--- config.mk ---
export PLATFORM = sky130hd
export DESIGN_NAME = ws2812_tx
export DESIGN_NICKNAME = d
export VERILOG_FILES = /design/src/rtl/ws2812_tx.sv
export SDC_FILE = /design/constraint.sdc
export NUM_CORES = 1
export LEC_CHECK = 0
export BUFFER_PORTS_ARGS = -buffer_cell sky130_fd_sc_hd__buf_4
export CAP_MARGIN = 20
export CORE_UTILIZATION = 35
export DETAILED_ROUTE_END_ITERATION = 10
export PLACE_DENSITY_LB_ADDON = 0.05
export SLEW_MARGIN = 30
export SYNTH_ARGS = -nofsm -noshare
export SYNTH_HDL_FRONTEND = slang
export SYNTH_SLANG_ARGS = --single-unit
--- constraint.sdc ---
create_clock -name clk -period 3 [get_ports clk]
set_input_delay 0.9 -clock clk [delete_from_list [all_inputs] [get_ports clk]]
set_output_delay 0.9 -clock clk [all_outputs]
set_load 0.005 [all_outputs]
--- src/rtl/ws2812_tx.sv ---
// rtl/ws2812_tx.sv - WS2812 single-wire pixel serialiser
// Streams NUM_LEDS pixels MSB first via the led_idx/pixel_in mux, then holds the latch low.
module ws2812_tx #(
   parameter int NUM_LEDS  = 8,
   parameter int IDX_W     = 3,
   parameter int T0H_CYC   = 20,
   parameter int T1H_CYC   = 40,
   parameter int BIT_CYC   = 63,
   parameter int RESET_CYC = 14000
) (
   input  logic             clk,
   input  logic             rst,
   input  logic             start,
   input  logic [23:0]      pixel_in,
   output logic [IDX_W-1:0] led_idx,
   output logic             busy,
   output logic             done,
   output logic             dout
);
   localparam int CYC_MAX = (BIT_CYC > RESET_CYC) ? BIT_CYC : RESET_CYC;
   localparam int CYC_W   = (CYC_MAX > 1) ? $clog2(CYC_MAX) : 1;
   localparam int PIX_W   = (NUM_LEDS > 1) ? $clog2(NUM_LEDS) : 1;

   localparam logic [CYC_W-1:0] BIT_LAST   = CYC_W'(BIT_CYC - 1);
   localparam logic [CYC_W-1:0] LATCH_LAST = CYC_W'(RESET_CYC - 1);
   localparam logic [PIX_W-1:0] PIX_LAST   = PIX_W'(NUM_LEDS - 1);
   localparam logic [IDX_W-1:0] IDX_LAST   = IDX_W'(NUM_LEDS - 1);

   typedef enum logic [1:0] {IDLE, LOAD, SEND, LATCH} state_t;

   state_t           state;
   logic [23:0]      shreg;
   logic [4:0]       bit_cnt;
   logic [PIX_W-1:0] pix_cnt;
   logic [CYC_W-1:0] cyc;

   function automatic logic [CYC_W-1:0] high_len(input logic b);
      return b ? CYC_W'(T1H_CYC) : CYC_W'(T0H_CYC);
   endfunction

   function automatic logic [IDX_W-1:0] idx_next(input logic [IDX_W-1:0] i);
      return (i == IDX_LAST) ? '0 : i + IDX_W'(1);
   endfunction

   // dout is registered from the next-cycle view of cyc/shreg so it lines up with cyc.
   always_ff @(posedge clk) begin
      if (rst) begin
         state   <= IDLE;
         dout    <= 1'b0;
         busy    <= 1'b0;
         done    <= 1'b0;
         led_idx <= '0;
         shreg   <= '0;
         bit_cnt <= '0;
         pix_cnt <= '0;
         cyc     <= '0;
      end else begin
         done <= 1'b0;
         case (state)
            IDLE: begin
               dout    <= 1'b0;
               led_idx <= '0;
               if (start) begin
                  state <= LOAD;
                  busy  <= 1'b1;
               end
            end
            LOAD: begin
               shreg   <= pixel_in;
               led_idx <= idx_next('0);
               bit_cnt <= 5'd23;
               pix_cnt <= '0;
               cyc     <= '0;
               dout    <= (high_len(pixel_in[23]) != '0);
               state   <= SEND;
            end
            SEND: begin
               if (cyc == BIT_LAST) begin
                  cyc <= '0;
                  if (bit_cnt != 5'd0) begin
                     shreg   <= shreg << 1;
                     bit_cnt <= bit_cnt - 5'd1;
                     dout    <= (high_len(shreg[22]) != '0);
                  end else if (pix_cnt != PIX_LAST) begin
                     shreg   <= pixel_in;
                     bit_cnt <= 5'd23;
                     pix_cnt <= pix_cnt + PIX_W'(1);
                     led_idx <= idx_next(led_idx);
                     dout    <= (high_len(pixel_in[23]) != '0);
                  end else begin
                     dout  <= 1'b0;
                     state <= LATCH;
                  end
               end else begin
                  cyc  <= cyc + CYC_W'(1);
                  dout <= ((cyc + CYC_W'(1)) < high_len(shreg[23]));
               end
            end
            LATCH: begin
               dout <= 1'b0;
               if (cyc == LATCH_LAST) begin
                  cyc   <= '0;
                  state <= IDLE;
                  busy  <= 1'b0;
                  done  <= 1'b1;
               end else begin
                  cyc <= cyc + CYC_W'(1);
               end
            end
            default: state <= IDLE;
         endcase
      end
   end
endmodule
==> qor.yml <==
cts:
  clock_latency_ps: 310
  cts_buffers: 5
  h-tree-depth: 2
  ctsRootBufferMaster: "clkbuf_8"
  cts_hold_buffers: 0
  tritoncts: "done"
  cts_buffer_depth: 2
  clk_pin_slew_worst_paths_ps: 110
  ctsResizeCount: 0
  cts_sinks: 54
  post_cts_buffers: 0
timing:
  fin_tns_setup_ps: 0
  fin_crit_sh_pct: 90.2
  clock.fmax_mhz: 370
  hold_viol: 0
  slew_headroom_pct: 50.9
  rsz0062_at_grt: "no"
  setup_viol: 0
  slew_violations: 0
  tightest_slew_ps: 735
  min_period_ps: 2710
  fin_skew_ps: 9.21
synth:
  yosysWarningCount: 0
  syn_inst: 362
  synth.cell_area_mm2: 0.00291
  ys_types: 52
  synthArstFlopShare_pct: 0
  yosys_register_bits: 54
  ys_seq_area_share_pct: 37.1
  synth.largest_area_cell: "dfxtp_1"
  yosys.area.top_type_share_pct: 37.1
  synth_ff_type: "dfxtp_1"
  syn_avg_cell_area_um2: 8.04
  ys_top_cells_by_area: "dfxtp_1, a21oi_1, ha_1"
  synth_edf_count: 0
  syn_nets: 404
setup_path:
  reg2regPathDepth: 5
  critPathMaxStageDelay_ps: 680
  start_kind: "flip-flop"
  r2r_end: "cyc[8]$_SDFFE_PP0P_"
  crit_buf_inv: 0
  crit_family: "compound AO/OA/AOI/OAI gates"
  setup.worst_path.end_class: "flip-flop"
  rr_startpoint: "cyc[8]$_SDFFE_PP0P_"
  worstPathCellList: "or4b_1 -> o41ai_2 -> a21oi_1 -> and3_1 -> a221o_1"
  criticalPathCategory: "reg2reg"
  cp_slowest_cell: "o41ai_2"
  r2r_slack_ps: 290
  worstPathArrival_ps: 2910
  cp_max_fo: 7
  worstPathRequired_ps: 3200
grt:
  grt_first_pass_wirelength_mm: 11.8
  grt_pass1_vias: 2322
  antenna_found_initial: 0
  grt_max_degree: 30
  grt_util_all_layers_pct: 17.0
  grt.overflow.total: 0
placement:
  post_dp_cell_area_mm2: 0.00325
  routabilityCongestion: 0.840
  placed_cells: 480
  dp_hpwl_mm: 5.02
  port_buffers: 32
floorplanning:
  die_w_um: 93.2
  initial_utilization_pct: 36.9
  num_rows: 32
  fp.coreArea_mm2: 0.00789
  io_pins: 33
  die_area_mm2: 0.00868
  dieHeight_um: 93.2
cells_and_area:
  stdcell_area_mm2: 0.00336
  final_net_count: 427
  syn2layout_area_growth_pct: 15.6
  fillers: 802
  final_util_pct: 42.6
  instances_no_fill: 488
  drive_gt1_share_pct: 14.8
  antennaDiodeCount: 0
job:
  cap_violations: 0
route:
  drtIter0Drc: 112
  routed_wl_mm: 7.14
  vias_per_cell: 5.36
  ant_nets: 0
  drc: 0
  dr.pass1.iters: 5
  wl_per_cell_um: 14.6
  vias: 2618
power:
  total_power_uw: 2430
  leakagePower_uw: 0.00125
  ir_worst_vdd_mv: 0.329
  powerDensity_mw_per_mm2: 722
worst_hold_path:
  hold_start: "shreg[0]$_SDFFE_PP0P_"
  min_path_cells: 2
  hold_class: "reg2reg"
  whs_endpoint: "shreg[0]$_SDFFE_PP0P_"
run_status:
  status: "finished clean"
## worst max path at each step
| stage | startpoint | endpoint | slack [ps] | cells past startpoint |
|---|---|---|---|---|
| 2_1_floorplan | cyc[5]$_SDFFE_PP0P_ | bit_cnt[3]$_SDFFE_PP0P_ | 520 | 7 |
| 3_3_place_gp | cyc[8]$_SDFFE_PP0P_ | cyc[8]$_SDFFE_PP0P_ | 310 | 5 |
| 3_5_place_dp | cyc[2]$_SDFFE_PP0P_ | dout$_SDFF_PP0_ | 240 | 9 |
| 4_1_cts | cyc[2]$_SDFFE_PP0P_ | dout$_SDFF_PP0_ | 210 | 9 |
| 5_1_grt | cyc[2]$_SDFFE_PP0P_ | dout$_SDFF_PP0_ | 20 | 9 |
| 6_report | cyc[8]$_SDFFE_PP0P_ | cyc[8]$_SDFFE_PP0P_ | 290 | 5 |
## final cells by class
| class | instances | area, um2 | share of cell area, % |
|---|---|---|---|
| sequential | 54 | 1080 | 32.1 |
| inverter | 11 | 41.3 | 1.23 |
| clock inverter | 3 | 48.8 | 1.45 |
| multi-input combinational | 271 | 1680 | 50.0 |
| timing repair buffer | 42 | 315 | 9.37 |
| tap | 102 | 128 | 3.79 |
| clock buffer | 5 | 68.8 | 2.05 |
## synth_stat cells (2+ instances only)
| master | n |
|---|---|
| a211oi_1 | 4 |
| a21oi_1 | 39 |
| a221o_1 | 2 |
| a22oi_1 | 24 |
| a311oi_1 | 3 |
| a31o_2 | 2 |
| a31oi_1 | 2 |
| a32oi_1 | 2 |
| and2_1 | 2 |
| and3_1 | 4 |
| buf_2 | 4 |
| clkbuf_1 | 19 |
| dfxtp_1 | 54 |
| ha_1 | 15 |
| inv_1 | 11 |
| mux2i_1 | 4 |
| nand2_1 | 49 |
| nand2b_1 | 6 |
| nand3_1 | 15 |
| nand4_1 | 6 |
| nand4b_1 | 2 |
| nor2_1 | 21 |
| nor2b_1 | 3 |
| nor3_1 | 11 |
| nor3b_1 | 2 |
| nor4_1 | 4 |
| o21ai_0 | 15 |
| o31ai_1 | 2 |
| o41ai_2 | 2 |
| or3_1 | 4 |
| or4_1 | 5 |
| xnor2_1 | 2 |
| xor2_1 | 3 |
## per-layer routing
metal  wire length, um  GRT usage, %  share of wire [%]
met1              3760          25.0                 53
met2              3140          25.4                 44
met3               200          2.68                2.8
met5                 0             0                  0
met4                41          4.62               0.57
## power breakdown
| part | internal (uW) | switching [uW] | total (uW) |
|---|---|---|---|
| Clock | 255 | 260 | 514 |
| Combinational | 383 | 582 | 965 |
| Sequential | 858 | 89.6 | 948 |
| Total | 1500 | 931 | 2430 |
## metrics by stage
step | worst slack (ps) | hold WS [ps]
final | 295 | 486
after global routing | 23.0 | 508
after CTS | 210 | 486
after detailed placement | 239 | 469
after global placement | 311 | 459
after floorplan | 516 | 432
## cell families (layout without fill, tap and decap cells)
family,Yosys count,count (layout),share of synthesized area [%]
simple gates,140,140,24.1
compound gates,107,107,24.3
mux,4,4,1.38
buf+inv,37,61,5.12
xor+xnor,5,5,1.51
flops,54,54,37.1
fa+ha+maj,15,15,6.45
## worst reg2reg max path, cell delays in order (launching register included)
cell and delay [ps]:
dfxtp_1 380, or4b_1 640, o41ai_2 680, a21oi_1 370, and3_1 270, a221o_1 260
## registers in the layout, summed over array words and instances (netlist names)
name,cells
bit_cnt,5
busy,1
cyc,14
done,1
dout,1
led_idx,3
pix_cnt,3
shreg,24
state,2
## cell usage in the layout (no fill, tap or decap), types with 3 or more instances in the layout
cell type   n
nor2_1     21
ha_1       15
mux2i_1     4
dfxtp_1    54
or4_1       5
inv_1      11
a311oi_1    3
xor2_1      3
a211oi_1    4
nor2b_1     3
nor4_1      4
clkbuf_8    5
buf_4      42
nand2_1    49
or3_1       4
nand4_1     6
a22oi_1    24
nor3_1     11
a21oi_1    39
and3_1      4
nand3_1    15
nand2b_1    6
o21ai_0    14
Note: power is estimated with default switching activity, not from simulation.
